## config.mk

```make
export PLATFORM = sky130hd
export DESIGN_NAME = mul_seq_ctrl
export DESIGN_NICKNAME = d
export VERILOG_FILES = /design/src/rtl/mul_seq_ctrl.sv
export SDC_FILE = /design/constraint.sdc
export NUM_CORES = 1
export LEC_CHECK = 0
export ABC_AREA = 1
export BUFFER_PORTS_ARGS = -buffer_cell sky130_fd_sc_hd__buf_2
export CAP_MARGIN = 20
export CORE_MARGIN = 4
export CORE_UTILIZATION = 40
export DETAILED_ROUTE_END_ITERATION = 10
export PLACE_DENSITY_LB_ADDON = 0.15
export SYNTH_ARGS = -nofsm -noshare
export SYNTH_HDL_FRONTEND = slang
export SYNTH_SLANG_ARGS = --single-unit
```

## constraint.sdc

```tcl
create_clock -name clk -period 6.07 [get_ports clk]
set_clock_uncertainty 0.05 [all_clocks]
set_input_delay 0 -clock clk [delete_from_list [all_inputs] [get_ports clk]]
set_output_delay 0 -clock clk [all_outputs]
set_load 0.05 [all_outputs]
```

## src/rtl/mul_seq_ctrl.sv

```systemverilog
// Sequential shift-and-add unsigned multiplier controller (IDLE/RUN/DONE).
// Optional macro MUL_EARLY_TERM_EN finishes as soon as the remaining multiplier bits are all zero.
//
// state | meaning
// IDLE  | waiting for start
// RUN   | one multiplier bit consumed per edge
// DONE  | product valid, done high for this single cycle
module mul_seq_ctrl #(
    parameter int WIDTH = 4
) (
    input  logic                 clk,
    input  logic                 rst_n,
    input  logic                 start,
    input  logic [WIDTH-1:0]     a,
    input  logic [WIDTH-1:0]     b,
    output logic                 busy,
    output logic                 done,
    output logic [2*WIDTH-1:0]   product
);

    localparam int CW = $clog2(WIDTH) + 1;

    typedef enum logic [1:0] {
        IDLE = 2'd0,
        RUN  = 2'd1,
        DONE = 2'd2
    } state_t;

    state_t               r_state;
    state_t               w_state_nx;
    logic [2*WIDTH-1:0]   r_mcand;
    logic [WIDTH-1:0]     r_mplier;
    logic [2*WIDTH-1:0]   r_acc;
    logic [CW-1:0]        r_cnt;
    logic [2*WIDTH-1:0]   r_product;

    logic                 w_accept;
    logic                 w_last;
    logic [WIDTH-1:0]     w_mplier_sh;
    logic [2*WIDTH-1:0]   w_addend;
    logic [2*WIDTH-1:0]   w_acc_nx;

    // Start is honoured from IDLE and DONE only, so a request during RUN is dropped.
    assign w_accept    = start && (r_state != RUN);
    assign w_mplier_sh = r_mplier >> 1;
    assign w_addend    = r_mplier[0] ? (r_mcand << r_cnt) : '0;
    assign w_acc_nx    = r_acc + w_addend;

`ifdef MUL_EARLY_TERM_EN
    assign w_last = (w_mplier_sh == '0);
`else
    assign w_last = (r_cnt == CW'(WIDTH - 1));
`endif

    always_ff @(posedge clk or negedge rst_n) begin
        if (!rst_n) begin
            r_state <= IDLE;
        end else begin
            r_state <= w_state_nx;
        end
    end

    always_comb begin
        w_state_nx = r_state;
        case (r_state)
            IDLE:    if (start) w_state_nx = RUN;
            RUN:     if (w_last) w_state_nx = DONE;
            DONE:    w_state_nx = start ? RUN : IDLE;
            default: w_state_nx = IDLE;
        endcase
    end

    always_ff @(posedge clk or negedge rst_n) begin
        if (!rst_n) begin
            r_mcand   <= '0;
            r_mplier  <= '0;
            r_acc     <= '0;
            r_cnt     <= '0;
            r_product <= '0;
        end else if (w_accept) begin
            r_mcand  <= {{WIDTH{1'b0}}, a};
            r_mplier <= b;
            r_acc    <= '0;
            r_cnt    <= '0;
        end else if (r_state == RUN) begin
            r_acc    <= w_acc_nx;
            r_mplier <= w_mplier_sh;
            r_cnt    <= r_cnt + CW'(1);
            if (w_last) begin
                r_product <= w_acc_nx;
            end
        end
    end

    assign busy    = (r_state == RUN);
    assign done    = (r_state == DONE);
    assign product = r_product;

endmodule

```

==> out/qor.yml, run 1 <==
nNetsFinal: 260
row_count: 23
r2r_start: "r_cnt[1]"
vdd_drop_max_v: 0.000255
outcome: "finished clean"
cts_buffers: 5
ios: 21
h-tree-depth: 2
core_area_um2: 4000
path_clk_slew_ps: 70
post-route-period-util_pct: 37.1
ys_seq_area_share_pct: 43.8
timing.hold.ws_ps: 237
die_y_um: 72.3
grt_use_total_pct: 16.4
avgSynthCellArea_um2: 8.07
pre_cts_ws_ps: 3850
clockBufferDepth: 2
dp_hpwl_um: 2570
slew-limit-headroom_pct: 55.8
die-area_um2: 5230
antenna_found_initial: 0
setup.worst_path.end_class: "flip-flop"
synth_edf_count: 0
p_int_w: 0.000539
seqPwrFrac_pct: 32.3
postRouteAntennaNets: 0
first_pass_iters: 4
cts.sinks: 29
tns_ps: 0
postCtsSetupBuffers: 0
layout-drive-gt1-share_pct: 15.4
cp_max_fo: 8
antenna_cells: 0
power.total_w: 0.000985
r2r_cells: 12
slew_viol_final: 0
layout_commonest_cell: "nand2_1"
drtIter0Drc: 79
netSwitchingFraction_pct: 45.3
via_count: 1393
syn_area_um2: 1660
hold_viol_final: 0
tightest_slew_ps: 664
start_util_pct: 41.4
setup_ws_ps: 3820
cts-root-buf: "clkbuf_8"
ys_warn_count: 0
wl_per_cell_um: 12.1
crit_type: "flip-flop to flip-flop"
ys_seq_elements: 29
fmax_mhz: 445
grt-ovfl-total: 0
r2r_end: "product[6]"
p_sw_w: 0.000446
power.share.clock_pct: 21.4
max_cap_viol_count: 0
rrSetupSlack_ps: 3820
crit_path_start_kind: "flip-flop"
layout.cells.most_common_list: "67 x nand2_1, 29 x dfrtp_1, 27 x inv_1, 20 x buf_2, 14 x nand3_1"
portBuffers: 20
drt-total-wl_um: 3520
die_w_um: 72.3
grt_pass1_wl_um: 6580
async_flop_share_pct: 100
combPwrFrac_pct: 46.2
period_needed_ps: 2250
synth_cell_types: 26
required_ps: 6190
synth_flop_cell: "dfrtp_1"
finalSetupViolCount: 0
cts_resized: 0
p_leak_nw: 1.06
grt_max_degree: 30
routed_via_density: 4.80
area_growth_pct: 20.9
synth.net_count: 226
grt_pass1_vias: 1440
rsz0062_at_grt: "false"
gp_congestion: 0.852
drc: 0
setup.worst_path.start: "r_cnt[1]"
cts_tree: "done"
p_per_area_nw_per_um2: 492
worstPathArrival_ps: 2370
clock_latency_ps: 280
synthCells: 205
min_path_type: "input port to async pin"
[worst max path at each step]
stage,cells after the start,endpoint
after floorplan,12,product[6]
after global placement,12,product[6]
after detailed placement,12,product[6]
after CTS,12,product[6]
after global routing,12,product[6]
final,12,product[6]
[synthesized netlist by cell type, types with 3 or more instances]
master / instances / area share (%)
nand3_1: 14 / 4.2
inv_1: 27 / 6.1
a21oi_1: 6 / 1.8
nand2_1: 67 / 15
nor2_1: 7 / 1.6
o22ai_1: 3 / 1.1
buf_6: 3 / 2.0
ha_1: 9 / 6.8
dfrtp_1: 29 / 44
o211ai_1: 4 / 1.8
nand2_2: 3 / 1.1
xnor2_1: 3 / 1.6
o21ai_0: 12 / 3.6
nand4_1: 4 / 1.5
[power groups by stage]
stage | sequential [W] | clock, W | combinational, W
floorplan | 0.000372 | 0 | 0.000311
global placement | 0.000321 | 0 | 0.000457
detailed placement | 0.000322 | 0 | 0.000455
CTS | 0.000319 | 0.000216 | 0.000461
global route | 0.000331 | 0.000223 | 0.000526
finish | 0.000319 | 0.000211 | 0.000456
[state kept, by name, indices dropped and copies added, names as in the netlist]
register / count
r_cnt: 3
product: 8
r_state: 2
r_acc: 8
r_mplier: 4
r_mcand: 4
[logic make-up (layout without fill, tap and decap cells)]
logic type | count (synthesis) | in the layout | synth area share [%]
fa+ha+maj | 10 | 10 | 8.01
xor+xnor | 3 | 3 | 1.59
simple gates | 101 | 101 | 27.0
flops | 29 | 29 | 43.8
compound gates | 29 | 29 | 10.1
mux | 1 | 1 | 0.605
buf+inv | 32 | 67 | 8.92
[stage by stage]
step | instance area [um^2] | cells | util, %
finish | 2000 | 290 | 50.0
global route | 2000 | 290 | 50.0
CTS | 2000 | 290 | 50.0
detailed placement | 1780 | 272 | 44.6
global placement | 1780 | 272 | 44.6
floorplan | 1660 | 205 | -
[cell type report]
| type | instances | area [um^2] |
|---|---|---|
| Fill cell | 387 | 2000 |
| Multi-Input combinational cell | 144 | 782 |
| Sequential cell | 29 | 726 |
| Timing Repair Buffer | 30 | 200 |
| Inverter | 29 | 114 |
| Clock buffer | 7 | 86.3 |
| Tap cell | 50 | 62.6 |
| Clock inverter | 1 | 30.0 |
[critical path, stage by stage (launching register included)]
cell     delay, ps
dfrtp_1        430
inv_1          230
nand3_1        160
nor2_1         140
ha_1           180
inv_1           50
fa_1           390
inv_1           90
nand4_1        130
nand3_1        110
nand2_1         60
nand3_1         70
nand2_1         50
[timing repair]
action / in CTS / in global routing
endpoints found under the setup margin: 0 / 0
hold buffers: 10 / 0
endpoints found under the hold margin: 38 / 0
[per-layer routing]
layer,vias to the layer above,part of all wire [%],wire (um),track usage [%]
met3,4,3.5,122,3.74
met2,20,46,1630,25.9
met4,0,1.9,66,8.14
met5,-,0,0,0
met1,635,48,1700,21.1
li1,734,-,-,-
(Power assumes the default switching activity.)
==> run 2: changes to the inputs <==
- clock period: 6.07 -> 1.8 ns (I/O delays scaled with it)
==> out/qor.yml, run 2 (synthesis results as in run 1) <==
grt_use_total_pct: 18.0  # +1.6 points
routed_via_density: 4.90  # +2.0%
cts_buffers: 5  # unchanged
portBuffers: 20  # unchanged
area_growth_pct: 48.5
layout-drive-gt1-share_pct: 41.6  # +26 points
crit_type: "flip-flop to flip-flop"
crit_path_start_kind: "flip-flop"
grt_use_met3_pct: 4.71  # +0.97 points
nFillCells: 345  # -11%
grt_pass1_vias: 1620  # +13%
required_ps: 1920  # -4270 ps
max_stage_delay_ps: 430  # about the same
via_count: 1587  # +14%
antenna_cells: 0  # unchanged
tns_ps: -2190  # -2190 ps
power.total_w: 0.00420  # +330%
fmax_mhz: 489  # +9.9%
slew_viol_final: 0  # unchanged
nNetsFinal: 294  # +13%
core_area_um2: 4000  # unchanged
outcome: "complete, but fails checks"
combPwrFrac_pct: 57.6  # +11 points
p_leak_nw: 1.25  # +18%
postRouteAntennaNets: 0  # unchanged
layout_commonest_cell: "nand2_1"
post-route-period-util_pct: 114  # +77 points
power.share.clock_pct: 16.7  # -4.7 points
dp_hpwl_um: 2820  # +9.6%
drt-total-wl_um: 4320  # +23%
instances_no_fill: 324  # +12%
cts_tree: "done"
setup.worst_path.end_class: "flip-flop"
max_cap_viol_count: 0  # unchanged
clock_latency_ps: 280  # about the same
p_per_area_nw_per_um2: 1710  # +250%
netSwitchingFraction_pct: 43.5  # -1.8 points
use_met1_pct: 19.9  # -1.2 points
drtIter0Drc: 65  # -18%
wl_per_cell_um: 13.3  # +9.7%
dp.cells: 298  # +9.6%
grt-ovfl-total: 0  # unchanged
hold_viol_final: 0  # unchanged
setup.worst_path.start: "r_cnt[0]"
start_util_pct: 41.4  # unchanged
path_clk_slew_ps: 60  # about the same
setup_ws_ps: -246  # -4070 ps
ios: 21  # unchanged
first_pass_iters: 4  # unchanged
tightest_slew_ps: 656  # -7.92 ps
vdd_drop_max_v: 0.000962  # +280%
grt_max_degree: 30  # unchanged
path_cells: "mux2i_2, nand2_1, nand2_2, buf_4, nor2_4, ha_4, nand3_2, nand2_4, nand2_1, nand2_2, nand3_1, nand3_1, nand2_1"
cts.sinks: 29  # unchanged
die_w_um: 72.3  # unchanged
clockBufferDepth: 2  # unchanged
antenna_found_initial: 0  # unchanged
cp_max_fo: 7  # -1
gp_congestion: 0.826  # -3.1%
drc: 0  # unchanged
die_y_um: 72.3  # unchanged
die-area_um2: 5230  # unchanged
min_path_type: "input port to async pin"
r2r_start: "r_cnt[0]"
seqPwrFrac_pct: 25.6  # -6.7 points
grt_pass1_wl_um: 7160  # +8.9%
postLayoutCoreUtil_pct: 61.4  # +11 points
period_needed_ps: 2050  # -203 ps
finalSetupViolCount: 12  # +12
r2r_cells: 13  # +1
rsz0062_at_grt: "true"
worstPathArrival_ps: 2160  # -210 ps
r2r_end: "product[7]"
rrSetupSlack_ps: -250  # -4070 ps
cts-root-buf: "clkbuf_8"
violations: "negative setup slack"
pre_cts_ws_ps: -268  # -4120 ps
row_count: 23  # unchanged
layout.cells.most_common_list: "58 x nand2_1, 31 x buf_4, 28 x dfrtp_1, 21 x inv_1, 20 x buf_2"
path_common_cell: "nand2_1"
p_int_w: 0.00237  # +340%
crit_path_top_delay_cell: "dfrtp_2"
met2_usage_pct: 31.4  # +5.6 points
p_sw_w: 0.00183  # +310%
busiest_layer: "met2"
h-tree-depth: 2  # unchanged
slew-limit-headroom_pct: 56.3  # +0.53 points
[run 2: changes by cell type in the layout (fill, tap and decap cells not counted), sizes merged]
| cell | before | now |
|---|---|---|
| buf | 20 | 53 |
| dlygate4sd3 | 10 | 11 |
[run 2: repair_timing]
| item | CTS | global route |
|---|---|---|
| setup endpoints to repair | 12 | 14 |
| cloned | 0 | 0 |
| buffers inserted | 4 | 3 |
| pin swaps | 12 | 23 |
| gates resized for setup | 23 | 28 |
| hold buffers | 11 | 0 |
| hold endpoints to repair | 38 | 0 |
[run 2: layout make-up]
class | count | area, um^2 | area share (%)
Inverter | 29 | 114 | 4.63
Tap cell | 50 | 62.6 | 2.55
Timing Repair Buffer | 64 | 465 | 18.9
Sequential cell | 29 | 727 | 29.6
Multi-Input combinational cell | 144 | 972 | 39.6
Clock inverter | 1 | 30.0 | 1.22
Clock buffer | 7 | 86.3 | 3.51
[run 2: per-stage QoR]
stage               hold WS (ps)  cell area [um^2]
finish                       227              2460
global route                 303              2460
CTS                          244              2320
detailed placement          24.9              1980
global placement            12.1              1980
floorplan                   -346              1660
[run 2: routing by layer]
layer / part of all wire, % / up-vias
li1: - / 799
met1: 44 / 742
met2: 49 / 32
met3: 4.0 / 14
met4: 3.1 / 0
met5: 0 / -
[run 2: how the worst max path moves through the flow]
stage / slack [ps] / end
after global placement: -250 / product[5]
after global routing: -400 / product[7]
final: -250 / product[7]
after CTS: -180 / product[7]
after floorplan: -90 / r_acc[7]
after detailed placement: -270 / product[5]
[run 2: power groups by stage]
stage / logic, W / clock network, W / registers, W
CTS: 0.00216 / 0.000726 / 0.00107
global route: 0.00264 / 0.000753 / 0.00111
detailed placement: 0.00191 / 0 / 0.00107
global placement: 0.00190 / 0 / 0.00106
finish: 0.00242 / 0.000703 / 0.00108
floorplan: 0.00106 / 0 / 0.00126
[run 2: worst max-delay path, delay by kind of cell, from the launching register on]
| kind | cells | cell delay (ps) |
|---|---|---|
| AND/OR/NAND/NOR | 10 | 780 |
| flip-flops | 1 | 430 |
| adder cells (fa/ha/maj) | 1 | 300 |
| multiplexers | 1 | 250 |
| buffers and inverters | 1 | 120 |
==> run 3: changes to the inputs <==
- BUFFER_PORTS_ARGS: -buffer_cell sky130_fd_sc_hd__buf_2 -> default
- CORE_MARGIN: 4 -> 5
- DONT_BUFFER_PORTS: default -> 1
==> out/qor.yml, run 3 (synthesis results as in run 1) <==
outcome: "complete, but fails checks"
violations: "negative setup slack"
portBuffers: 0  # -100%
p_per_area_nw_per_um2: 1690  # -1.1%
grt_use_total_pct: 17.2  # -0.79 points
area_growth_pct: 45.1
finalSetupViolCount: 12  # unchanged
via_count: 1535  # -3.3%
clock_latency_ps: 280  # about the same
setup.worst_path.end_class: "flip-flop"
setup_ws_ps: -223  # +23.0 ps
timing.hold.ws_ps: 103  # -124 ps
vdd_drop_max_v: 0.000845  # -12%
rsz0062_at_grt: "true"
min_path_type: "input port to async pin"
seqPwrFrac_pct: 31.6  # +6.0 points
worstPathArrival_ps: 2150  # about the same
slew_viol_final: 0  # unchanged
required_ps: 1930  # about the same
grt_pass1_vias: 1641  # +1.3%
nNetsFinal: 282  # -4.1%
grt_use_met3_pct: 4.46  # -0.25 points
grt_max_degree: 30  # unchanged
cts_tree: "done"
power.total_w: 0.00406  # -3.3%
start_util_pct: 41.4  # unchanged
power.share.clock_pct: 17.2  # +0.5 points
p_int_w: 0.00229  # -3.5%
crit_path_start_kind: "flip-flop"
dp.cells: 282  # -5.4%
combPwrFrac_pct: 51.2  # -6.4 points
drc: 0  # unchanged
p_leak_nw: 1.18  # -5.3%
ios: 21  # unchanged
grt_pass1_wl_um: 7090  # -0.96%
core_area_um2: 4000  # unchanged
drt-total-wl_um: 4120  # -4.5%
layout-drive-gt1-share_pct: 34.7  # -6.9 points
cts.sinks: 29  # unchanged
finalInstanceArea_um2: 2400  # -2.2%
antenna_found_initial: 0  # unchanged
cts-root-buf: "clkbuf_8"
netSwitchingFraction_pct: 43.6  # +0.13 points
max_cap_viol_count: 0  # unchanged
period_needed_ps: 2020  # -23.0 ps
use_met1_pct: 19.4  # -0.49 points
clockBufferDepth: 2  # unchanged
p_sw_w: 0.00177  # -3.0%
routed_via_density: 4.92  # +0.44%
hold_viol_final: 0  # unchanged
grt-ovfl-total: 0  # unchanged
dpl-instance-area_um2: 1910  # -3.5%
slew-limit-headroom_pct: 67.8  # +12 points
cp_max_fo: 6  # -1
antenna_cells: 0  # unchanged
tightest_slew_ps: 483  # -173 ps
first_pass_iters: 4  # unchanged
die-area_um2: 5520  # +5.6%
crit_type: "flip-flop to flip-flop"
post-route-period-util_pct: 112  # -1.3 points
layout_commonest_cell: "nand2_1"
nFillCells: 346  # +0.29%
drtIter0Drc: 55  # -15%
row_count: 23  # unchanged
die_w_um: 74.3  # +2.8%
die_y_um: 74.3  # +2.8%
layout.cells.most_common_list: "60 x nand2_1, 37 x buf_4, 28 x dfrtp_1, 22 x inv_1, 13 x dlygate4sd3_1"
cts_buffers: 5  # unchanged
postLayoutCoreUtil_pct: 60.1  # -1.4 points
h-tree-depth: 2  # unchanged
instances_no_fill: 312  # -3.7%
busiest_layer: "met2"
postRouteAntennaNets: 0  # unchanged
gp_congestion: 0.912  # +10%
dp_hpwl_um: 2900  # +2.9%
path_clk_slew_ps: 70  # about the same
fmax_mhz: 494  # +1.1%
met2_usage_pct: 29.6  # -1.8 points
wl_per_cell_um: 13.2  # -0.80%
==> run 3: layer usage <==
metal	part of all wire [%]	vias to the layer above
met2	51	32
met4	3.2	0
li1	-	774
met1	42	717
met5	0	-
met3	3.8	12
==> run 3: final timing paths <==
check                           start         end  slack, ps  depth (start not counted)
max                          r_cnt[0]    r_acc[6]       -220                         15
max reg2reg                  r_cnt[0]    r_acc[6]       -220                         15
min reg2reg                product[1]  product[1]        440                          2
min in group clk                 a[0]  r_mcand[0]        330                          3
min                             rst_n  product[2]        100                          2
max in group asynchronous       rst_n    r_cnt[0]       1420                          2
==> run 3: worst max-delay path, cell delays in order (launching register included) <==
cell and delay, ps:
dfrtp_2 450, inv_4 70, nand2_2 80, nand2_1 70, nand2_2 70, nand2_1 50, o211ai_1 90, inv_1 100
ha_4 290, nand2_1 70, inv_1 80, nand4_1 150, nand3_1 100, nand2_1 70, nand3_1 70, nand2_1 50
==> run 3: final cells by class <==
type	count	area [um^2]	share of cell area, %
tap	50	62.6	2.60
multi-input combinational	144	938	39.1
clock buffer	7	86.3	3.59
sequential	29	727	30.3
timing repair buffer	52	439	18.3
clock inverter	1	30.0	1.25
inverter	29	119	4.95
==> run 3: through the flow <==
step	setup slack (ps)	setup TNS [ps]
after global placement	-218	-2230
final	-223	-1920
after floorplan	-88.0	-689
after global routing	-363	-3530
after CTS	-221	-2220
after detailed placement	-297	-3170
==> run 3: repair_timing <==
item | CTS | global route
setup buffers | 3 | 5
pin swaps | 15 | 15
endpoints found under the hold margin | 42 | 0
gates resized for setup | 9 | 32
hold buffers | 14 | 0
setup endpoints to repair | 14 | 17
==> run 3: power by group through the flow <==
stage / Clock (W) / Combinational [W] / Sequential (W)
6_report: 0.000700 / 0.00208 / 0.00128
2_1_floorplan: 0 / 0.00106 / 0.00126
5_1_grt: 0.000737 / 0.00230 / 0.00132
4_1_cts: 0.000720 / 0.00180 / 0.00126
3_3_place_gp: 0 / 0.00162 / 0.00125
3_5_place_dp: 0 / 0.00166 / 0.00126
